[src/rtl/fetch_stage_pkg.sv]
// rtl/fetch_stage_pkg.sv - shared constants and state encoding for the fetch stage
package fetch_stage_pkg;

    localparam logic [31:0] RESET_PC_DEFAULT  = 32'h0000_0000;
    localparam logic [5:0]  HALT_OPCODE       = 6'b111111;
    localparam logic [31:0] HALT_WORD_DEFAULT = {HALT_OPCODE, 26'h0};
    localparam logic [31:0] NOP_WORD          = 32'h0000_0000;

    typedef enum logic [1:0] {
        ST_BOOT   = 2'b00,
        ST_RUN    = 2'b01,
        ST_HALTED = 2'b10
    } fetch_state_t;

    // Word-align an address; the low two bits of a target are don't-care.
    function automatic logic [31:0] align_pc(input logic [31:0] addr);
        return addr & ~32'h3;
    endfunction

endpackage

[src/rtl/fetch_stage_if_id_reg.sv]
// rtl/fetch_stage_if_id_reg.sv - IF/ID pipeline register with load, hold and bubble
import fetch_stage_pkg::*;

module if_id_reg (
    input  logic        clk,
    input  logic        rst_n,
    input  logic        load,
    input  logic        bubble,
    input  logic [31:0] instr_in,
    input  logic [31:0] pc4_in,
    output logic [31:0] id_instr,
    output logic [31:0] id_pc4,
    output logic        id_valid
);

    // Bubble wins over load; neither asserted means hold. A bubble keeps id_pc4.
    always_ff @(posedge clk or negedge rst_n) begin
        if (!rst_n) begin
            id_instr <= NOP_WORD;
            id_pc4   <= 32'h0;
            id_valid <= 1'b0;
        end else if (bubble) begin
            id_instr <= NOP_WORD;
            id_valid <= 1'b0;
        end else if (load) begin
            id_instr <= instr_in;
            id_pc4   <= pc4_in;
            id_valid <= 1'b1;
        end
    end

endmodule

[src/rtl/fetch_stage.sv]
// rtl/fetch_stage.sv - instruction fetch stage: pc, fetch FSM, IF/ID register, counter
import fetch_stage_pkg::*;

module fetch_stage #(
    parameter logic [31:0] RESET_PC  = RESET_PC_DEFAULT,
    parameter logic [31:0] HALT_WORD = HALT_WORD_DEFAULT,
    parameter int          CNT_W     = 16
) (
    input  logic             clk,
    input  logic             rst_n,
    output logic [31:0]      imem_addr,
    input  logic [31:0]      imem_data,
    input  logic             stall,
    input  logic             redirect,
    input  logic [31:0]      redirect_pc,
    output logic [31:0]      id_instr,
    output logic [31:0]      id_pc4,
    output logic             id_valid,
    output logic             halted,
    output logic [CNT_W-1:0] fetch_count
);

    fetch_state_t state, state_d;
    logic [31:0]  pc, pc_d;
    logic [31:0]  pc_plus4;
    logic         load, bubble, cnt_inc;

    assign imem_addr = pc;
    assign pc_plus4  = pc + 32'd4;
    assign halted    = (state == ST_HALTED);

    // State, pc and counter registers; the counter sticks at all-ones.
    always_ff @(posedge clk or negedge rst_n) begin
        if (!rst_n) begin
            state       <= ST_BOOT;
            pc          <= RESET_PC;
            fetch_count <= '0;
        end else begin
            state <= state_d;
            pc    <= pc_d;
            if (cnt_inc && (fetch_count != {CNT_W{1'b1}}))
                fetch_count <= fetch_count + 1'b1;
        end
    end

    // Next-state and IF/ID control: redirect beats stall beats normal fetch.
    always_comb begin
        state_d = state;
        pc_d    = pc;
        load    = 1'b0;
        bubble  = 1'b0;
        cnt_inc = 1'b0;
        case (state)
            ST_BOOT: begin
                state_d = ST_RUN;
            end
            ST_RUN: begin
                if (redirect) begin
                    pc_d   = align_pc(redirect_pc);
                    bubble = 1'b1;
                end else if (!stall) begin
                    if (imem_data == HALT_WORD) begin
                        bubble  = 1'b1;
                        state_d = ST_HALTED;
                    end else begin
                        load    = 1'b1;
                        pc_d    = pc_plus4;
                        cnt_inc = 1'b1;
                    end
                end
            end
            ST_HALTED: begin
                bubble = 1'b1;
                if (redirect) begin
                    pc_d    = align_pc(redirect_pc);
                    state_d = ST_RUN;
                end
            end
            default: begin
                state_d = ST_BOOT;
            end
        endcase
    end

    if_id_reg u_if_id_reg (
        .clk      (clk),
        .rst_n    (rst_n),
        .load     (load),
        .bubble   (bubble),
        .instr_in (imem_data),
        .pc4_in   (pc_plus4),
        .id_instr (id_instr),
        .id_pc4   (id_pc4),
        .id_valid (id_valid)
    );

endmodule

[config.mk]
export PLATFORM = sky130hd
export DESIGN_NAME = fetch_stage
export DESIGN_NICKNAME = d
export VERILOG_FILES = /design/src/rtl/fetch_stage_pkg.sv /design/src/rtl/fetch_stage_if_id_reg.sv /design/src/rtl/fetch_stage.sv
export SDC_FILE = /design/constraint.sdc
export NUM_CORES = 1
export LEC_CHECK = 0
export CORE_ASPECT_RATIO = 1.5
export CORE_MARGIN = 2
export CORE_UTILIZATION = 50
export CTS_CLUSTER_SIZE = 25
export DETAILED_ROUTE_END_ITERATION = 16
export GPL_ROUTABILITY_DRIVEN = 0
export PLACE_DENSITY = 0.86
export SLEW_MARGIN = 20
export SYNTH_ARGS = -nofsm -noshare
export SYNTH_HDL_FRONTEND = slang
export SYNTH_SLANG_ARGS = --single-unit
[constraint.sdc]
create_clock -name clk -period 6.6 [get_ports clk]
set_clock_uncertainty 0.2 [all_clocks]
set_input_delay 1.32 -clock clk [delete_from_list [all_inputs] [get_ports clk]]
set_output_delay 1.32 -clock clk [all_outputs]
set_load 0.02 [all_outputs]
==> results.toml, run 1 <==
[status]
status = "finished, final reports clean"

[power_and_ir_drop]
power_density_mw_per_mm2 = 267
total_power_mw = 2.07
leakagePower_nw = 3.22
ir_worst_vdd_mv = 0.178

[setup_path]
cp_cell_sequence = "clkdlybuf4s50_1, nor4_1, nand4_1, or4_1, a21oi_2, buf_4, nand2_1, o211ai_1"
arrival_ns = 4.24
start_kind = "input pin"
critPathCaptureType = "register"
r2r_start = "state[1]"
cp_slowest_stage_delay_ns = 0.79
crit_buf_inv = 2
r2r-end = "fetch_count[7]"
startpoint = "imem_data[4]"
crit_end = "imem_addr[25]"
critPathRequiredTime_ns = 6.66
slowest_stage = "or4_1"
path_class = "input pin to register"
cp.depth = 8
ff2ff_setup_slack_ns = 3.54
cp_max_fo = 20
crit_family = "simple AND/OR/NAND/NOR gates"
rr_worst_depth = 7

[clocking]
clk_latency_ns = 0.35
ctsResizeCount = 0
cts_made_buffers = 9
clkTransAtPathRegs_ns = 0.07
cts_tree = "built"
cts_root_buffer = "clkbuf_16"
cts_hold_buf = 0
post_cts.repair.setup_buffers = 0
clock-sinks = 111
cts_buffer_depth = 2
cts_max_level = 3

[timing]
setup_viol = 0
hold_viol_final = 0
slew_headroom_pct = 30.8
tightest_slew_ns = 1.04
finalCritPeriodShare_pct = 63.3
fin_crit_ns = 4.18
max_freq_mhz = 239
grt_setup_unrepaired = "false"
setup_tns_ns = 0
maxSlewViolCount = 0

[floorplan]
initial_utilization_pct = 51.1
die_x_um = 90.5
io_pins = 182
die_h_um = 134
die-area_mm2 = 0.0121
fp.coreArea_mm2 = 0.0110
rows = 47

[global_route]
grt_pass1_vias = 5156
grt_pass1_wl_mm = 25.8
grt_max_degree = 79
grt.total_usage_pct = 26.3
antenna_found_initial = 0
grt_overflow = 0

[finish]
syn_to_final_growth_pct = 38.0
post-route-util_pct = 70.5
fin_nets = 801
drive_above_1_share_pct = 5.61
multi_input_area_mm2 = 0.00261
sequential_cell_area_mm2 = 0.00278
fill_cells = 854
insertedDiodeCount = 0

[logic_synthesis]
ys_ff_latch = 111
syn_avg_cell_area_um2 = 9.80
synth-edff-count = 0
synth.cell_area_mm2 = 0.00562
yosysWarnings = 0
yosys.cell_types.count = 60
seq_area_frac_synth_pct = 49.4
synthArstFlopShare_pct = 100
syn_inst = 573
synthFlopType = "dfrtp_1"

[route]
drtIter0Drc = 276
drt-total-wl_mm = 16.0
post-route-drc-count = 0
wire_per_inst_um = 18.2
vias = 5174
drt_first_pass_iters = 5
vias_per_cell = 5.89
ant_nets = 0

[worst_hold_path]
min_path_type = "register to register"
hp-start = "u_if_id_reg.id_pc4[3]"

[flow_run]
maxCapViolations = 0

[place]
dp_hpwl_mm = 11.4
portBuffers = 175
==> power by group <==
| part | total [mW] | internal (mW) | switching, mW |
|---|---|---|---|
| logic | 0.551 | 0.266 | 0.285 |
| registers | 0.875 | 0.771 | 0.104 |
| clock network | 0.645 | 0.406 | 0.240 |
| total | 2.07 | 1.44 | 0.629 |
==> kinds of logic (layout without fill, tap and decap cells) <==
| family | count (synthesis) | in the layout | share of synthesized area, % |
|---|---|---|---|
| AOI/OAI and AO/OA | 164 | 164 | 20.0 |
| xor gates and xnor gates | 43 | 43 | 6.70 |
| adders and majority gates | 5 | 5 | 1.11 |
| buffers and inverters | 47 | 202 | 4.50 |
| DFF | 111 | 111 | 49.4 |
| muxes | 2 | 2 | 0.379 |
| other | 1 | 4 | 0.0668 |
| and+or+nand+nor | 200 | 200 | 17.8 |
==> flip-flops by register name (all words and copies together), names as in the netlist <==
signal,cells
u_if_id_reg.id_pc4,30
u_if_id_reg.id_instr,32
u_if_id_reg.id_valid,1
imem_addr,30
fetch_count,16
state,2
==> routing by layer <==
metal | routed length [um] | up-vias | part of all wire [%] | GRT usage [%]
met5 | 0 | - | 0 | 0
met4 | 582 | 0 | 3.6 | 12.5
met3 | 960 | 42 | 6.0 | 5.22
met2 | 8520 | 219 | 53 | 47.1
met1 | 5920 | 2539 | 37 | 29.9
li1 | - | 2374 | - | -
==> worst min-delay path, stage by stage (launching register included) <==
cell	delay [ns]
dfrtp_1	0.34
nand2_1	0.05
nand2_1	0.05
==> cells in the mapped netlist, types with 14 or more instances <==
cell type | number | area, um^2
o211ai_1 | 14 | 105
a22o_1 | 35 | 307
o21ai_0 | 55 | 275
nor3_1 | 19 | 95.1
xor2_1 | 28 | 245
xnor2_1 | 15 | 131
nand3_1 | 23 | 115
dfrtp_1 | 111 | 2780
nand2_1 | 68 | 255
nor4_1 | 16 | 100
a21oi_1 | 23 | 115
nor2_1 | 33 | 124
==> cell type report <==
class	count	share of cell area, %
sequential	111	35.8
tap	147	2.37
clock buffer	10	2.95
timing repair buffer	180	23.3
multi-input combinational	418	33.6
inverter	8	0.387
clock inverter	4	1.55
==> placed cells by master (no fill, tap or decap), types with 4 or more instances in the layout <==
| cell type | n |
|---|---|
| or2_2 | 4 |
| nor3_1 | 19 |
| a21o_1 | 4 |
| nand2_1 | 68 |
| and4_1 | 4 |
| o211ai_1 | 14 |
| a21oi_1 | 23 |
| xnor2_1 | 15 |
| nor2_1 | 33 |
| inv_1 | 8 |
| nand3_1 | 23 |
| clkbuf_16 | 9 |
| and3_1 | 6 |
| nand4_1 | 10 |
| xor2_1 | 28 |
| nor4_1 | 16 |
| o21ai_0 | 55 |
| bufinv_16 | 4 |
| dfrtp_1 | 111 |
| and2_1 | 4 |
| ha_1 | 5 |
| o31ai_1 | 5 |
| a22o_1 | 35 |
| conb_1 | 4 |
| buf_4 | 5 |
| clkdlybuf4s50_1 | 174 |
==> worst min-delay path by stage <==
stage / cells after the start / endpoint / slack [ns]
6_report: 2 / u_if_id_reg.id_pc4[3] / 0.28
5_1_grt: 1 / fetch_count[14] / 0.31
3_5_place_dp: 2 / u_if_id_reg.id_pc4[29] / 0.27
3_3_place_gp: 2 / u_if_id_reg.id_pc4[29] / 0.26
4_1_cts: 2 / u_if_id_reg.id_pc4[3] / 0.29
2_1_floorplan: 2 / state[0] / 0.32
==> per-stage QoR <==
step / instance area (um^2) / setup slack (ns) / std cells / hold WS [ns]
finish: 7750 / 2.42 / 878 / 0.278
global route: 7750 / 2.26 / 878 / 0.309
CTS: 7730 / 2.42 / 877 / 0.285
detailed placement: 7380 / 2.06 / 863 / 0.270
global placement: 7380 / 2.10 / 863 / 0.261
floorplan: 5630 / 3.43 / 576 / 0.319
Note: power is estimated with default switching activity, not from simulation.
==> run 2: changes to the inputs <==
Settings changed: CORE_UTILIZATION 50 to 47, PLACE_DENSITY 0.86 to 0.81.
Clock period 6.6 ns to 4.2 ns, I/O delays scaled along.
==> run 2 against run 1 <==
  * Combinational power is 55% higher
  * Core utilization shrank 3.6 points
  * Via count fell by 1.9%
  * Sequential power increased by 58%
  * Critical path depth unchanged
  * Non-clock buffer count increased by 3
  * Hold slack better by 0.0032 ns
  * Die area increased by 6.1%
==> results.toml, run 2 (synthesized netlist as in run 1, its figures left out) <==
[setup_path]
cp_max_fo = 15
slowest_stage = "or4_1"
path_class = "input pin to register"
cp_slowest_stage_delay_ns = 0.49
crit_family = "simple AND/OR/NAND/NOR gates"
cp_cell_sequence = "clkdlybuf4s50_1, nor4_1, nand2_1, or4_1, buf_4, nand2_2, nand2_1, a221o_1"
worst_path_most_repeated_cell = "nand2_1"
critPathCaptureType = "register"
crit_buf_inv = 2
cp.depth = 8
rr_worst_depth = 8
critPathRequiredTime_ns = 4.24
arrival_ns = 3.22
ff2ff_setup_slack_ns = 1.36
start_kind = "input pin"

[finish]
insertedDiodeCount = 0
largest_reg_flops = 32
post-route-util_pct = 66.9
sequential_cell_area_mm2 = 0.00278
fin_nets = 804
final_cell_mix = "clkdlybuf4s50_1 (174), dfrtp_1 (111), nand2_1 (68), o21ai_0 (55), a22o_1 (35)"
regMostFlops = "u_if_id_reg.id_instr"
fin_area_mm2 = 0.00775
syn_to_final_growth_pct = 38.0
drive_above_1_share_pct = 6.11
multi_input_area_mm2 = 0.00261
fill_cells = 904
final_cells = 886
final_common_cell = "clkdlybuf4s50_1"

[place]
placed_cells = 870
dp_hpwl_mm = 11.0
portBuffers = 175
place_ws_ns = 0.619
place_area_mm2 = 0.00744

[flow_run]
maxCapViolations = 0

[power_and_ir_drop]
power_density_mw_per_mm2 = 405
ir_worst_vdd_mv = 0.290
leakagePower_nw = 3.21
total_power_mw = 3.14

[timing]
hold_viol_final = 0
grt_setup_unrepaired = "false"
hold_slack_ns = 0.281
max_freq_mhz = 314
fin_crit_ns = 3.18
slew_headroom_pct = 29.0
setup_viol = 0
worst_slack_ns = 1.02
setup_tns_ns = 0
tightest_slew_ns = 1.06
finalCritPeriodShare_pct = 75.8
maxSlewViolCount = 0

[route]
post-route-drc-count = 0
drt-total-wl_mm = 15.2
wire_per_inst_um = 17.1
ant_nets = 0
highest_layer = "met4"
drtIter0Drc = 330
routed-wl-met2_mm = 7.91
wl_met3_mm = 1.09
vias = 5078
vias_per_cell = 5.73
drt-met1-wl_mm = 5.92
drt_first_pass_iters = 5

[clocking]
post_cts.repair.setup_buffers = 0
clk_latency_ns = 0.35
cts_buffer_depth = 2
cts_hold_buf = 0
cts_max_level = 3
clock-sinks = 111
ctsResizeCount = 0
clkTransAtPathRegs_ns = 0.07
cts_root_buffer = "clkbuf_16"
cts_tree = "built"
cts_made_buffers = 9

[worst_hold_path]
min_path_type = "register to register"
whs_path_depth = 2

[floorplan]
die_x_um = 93.3
io_pins = 182
fp.coreArea_mm2 = 0.0116
die-area_mm2 = 0.0129
initial_utilization_pct = 48.5
die_h_um = 138
rows = 48

[global_route]
grt_max_degree = 67
grt.total_usage_pct = 23.6
grt_overflow = 0
antenna_found_initial = 0
grt_pass1_vias = 4898
grt_pass1_wl_mm = 24.3

[status]
status = "finished, final reports clean"
-- run 2: layer usage --
metal  up-vias  GRT usage [%]
li1       2377              -
met1      2472           28.7
met2       208           41.4
met3        21           5.54
met4         0           7.43
met5         -              0
-- run 2: final timing paths --
kind / from / to
max in group asynchronous: rst_n / state[0]
min in group asynchronous: rst_n / fetch_count[9]
max reg2reg: state[1] / fetch_count[12]
min: u_if_id_reg.id_pc4[3] / u_if_id_reg.id_pc4[3]
max: imem_data[19] / imem_addr[27]
min reg2reg: u_if_id_reg.id_pc4[3] / u_if_id_reg.id_pc4[3]
-- run 2: worst register-to-register path, cell delays in order, from the launching register on --
cell,delay (ns)
dfrtp_1,0.39
inv_1,0.10
ha_1,0.33
inv_1,0.14
nor3_2,0.46
nand3_1,0.43
buf_4,0.30
nor4_1,0.25
xor2_1,0.18
-- run 2: power by group --
part           total, mW  switching, mW  internal, mW
logic              0.856          0.437         0.419
clock network      0.909          0.385         0.525
registers           1.38          0.164          1.21
total               3.14          0.986          2.16
-- run 2: layout make-up --
class                           count  share of cell area, %
Timing Repair Buffer              183                   23.7
Clock buffer                       11                   3.00
Inverter                            8                  0.387
Sequential cell                   111                   35.8
Multi-Input combinational cell    418                   33.6
Clock inverter                      5                   1.05
Tap cell                          150                   2.42
==> run 3: changes to the inputs <==
Clock period 4.2 ns to 3 ns, I/O delays scaled along.
==> run 3 against run 2 <==
  * Sequential share of layout area decreased by 0.89 points
  * Count of clock-buffer cells in the layout is the same
  * Critical path type unchanged
  * Largest power group unchanged
  * Sequential power is 40% higher
  * Critical endpoint is now fetch_count[12]
==> results.toml, run 3 (synthesized netlist as in run 1, its figures left out) <==
[timing]
setup_viol = 0
hold_viol_final = 0
tightest_slew_ns = 0.722
fin_crit_ns = 2.84
maxSlewViolCount = 0
slew_headroom_pct = 51.9
hold_slack_ns = 0.101
finalCritPeriodShare_pct = 94.8
grt_setup_unrepaired = "false"
max_freq_mhz = 352

[setup_path]
r2r_start = "imem_addr[2]"
rr_worst_depth = 6
ff2ff_setup_slack_ns = 0.46
path_class = "input pin to register"
cp_max_fo = 12
start_kind = "input pin"
r2r-end = "imem_addr[26]"
critPathRequiredTime_ns = 3.01
critPathCaptureType = "register"
arrival_ns = 2.86

[clocking]
clk_latency_ns = 0.35
cts_root_buffer = "clkbuf_16"
clkTransAtPathRegs_ns = 0.07
cts_buffer_depth = 2
ctsResizeCount = 0
cts_made_buffers = 9
cts_max_level = 3
cts_tree = "built"
post_cts.repair.setup_buffers = 0
cts_hold_buf = 0
clock-sinks = 111

[route]
drt_first_pass_iters = 7
vias_per_cell = 5.71
wire_per_inst_um = 17.3
vias = 5181
post-route-drc-count = 0
drtIter0Drc = 283
ant_nets = 0
drt-total-wl_mm = 15.7

[power_and_ir_drop]
leakagePower_nw = 3.32
power_density_mw_per_mm2 = 558
ir_worst_vdd_mv = 0.474

[finish]
largest_reg_flops = 32
final_common_cell = "clkdlybuf4s50_1"
drive_above_1_share_pct = 8.72
post-route-util_pct = 68.6
fill_cells = 899
syn_to_final_growth_pct = 41.5
insertedDiodeCount = 0
regMostFlops = "u_if_id_reg.id_instr"
fin_nets = 825
final_cell_mix = "clkdlybuf4s50_1 (174), dfrtp_1 (111), nand2_1 (68), o21ai_0 (55), a22o_1 (35)"

[global_route]
grt_pass1_wl_mm = 25.0
antenna_found_initial = 0
grt_pass1_vias = 5133
grt_overflow = 0
grt.total_usage_pct = 24.3
grt_max_degree = 55

[floorplan]
fp.coreArea_mm2 = 0.0116
io_pins = 182
die_x_um = 93.3
die-area_mm2 = 0.0129
initial_utilization_pct = 48.5
rows = 48
die_h_um = 138

[place]
dp_hpwl_mm = 11.6
portBuffers = 175

[worst_hold_path]
min_path_type = "input pin to asynchronous set/reset pin"

[flow_run]
maxCapViolations = 0

[status]
status = "finished, final reports clean"
## run 3: cell types whose count changed in the layout (fill, tap and decap cells not counted), sizes merged
cell	previous run	this run
buf	9	30
inv	9	8
clkinv	1	0
clkinvlp	1	3
## run 3: power by group
group          switching [mW]  total (mW)  internal, mW  leakage, nW
clock                   0.545        1.28         0.733        0.142
sequential              0.231        1.93          1.69         1.43
combinational           0.625        1.23         0.608         1.75
total                    1.40        4.44          3.04         3.32
## run 3: per-layer routing
metal	up-vias	share of wire (%)	GRT usage, %
li1	2430	-	-
met1	2486	38	28.9
met2	237	53	43.4
met3	28	7.7	6.58
met4	0	1.7	6.21
met5	-	0	0
## run 3: worst max-delay path by stage
stage                     cells after the start  slack (ns)           from                       to
after floorplan                               8        0.55  imem_data[19]  u_if_id_reg.id_instr[0]
after global placement                        9       -0.16   imem_data[3]          fetch_count[12]
after detailed placement                      9       -0.24  imem_data[11]          fetch_count[12]
after CTS                                     9        0.13  imem_data[11]          fetch_count[12]
after global routing                          9        0.04  imem_data[11]          fetch_count[12]
final                                         9        0.16  imem_data[11]          fetch_count[12]
## run 3: cell type report
class | count | area [um^2] | share of cell area [%]
Sequential cell | 111 | 2780 | 34.9
Multi-Input combinational cell | 418 | 2610 | 32.8
Timing Repair Buffer | 204 | 2030 | 25.5
Clock buffer | 11 | 233 | 2.93
Tap cell | 150 | 188 | 2.36
Clock inverter | 5 | 82.6 | 1.04
Inverter | 8 | 30.0 | 0.378
## run 3: critical path, cell delays in order
cell and delay, ns:
clkdlybuf4s50_1 0.43, nor4_1 0.40, nand4_1 0.15, or4_1 0.42, buf_4 0.22, nand3_1 0.21
buf_4 0.20, nor4_1 0.06, xor2_1 0.14
## run 3: metrics by stage
stage / setup slack (ns) / area, um^2 / TNS [ns] / instances / power, mW
final: 0.155 / 7950 / 0 / 907 / 4.44
after global routing: 0.0362 / 7950 / 0 / 907 / 4.64
after CTS: 0.134 / 7950 / 0 / 907 / 4.46
after detailed placement: -0.236 / 7630 / -12.86 / 891 / 3.19
after global placement: -0.156 / 7630 / -2.72 / 891 / 3.15
after floorplan: 0.553 / 5630 / 0 / 576 / 2.50
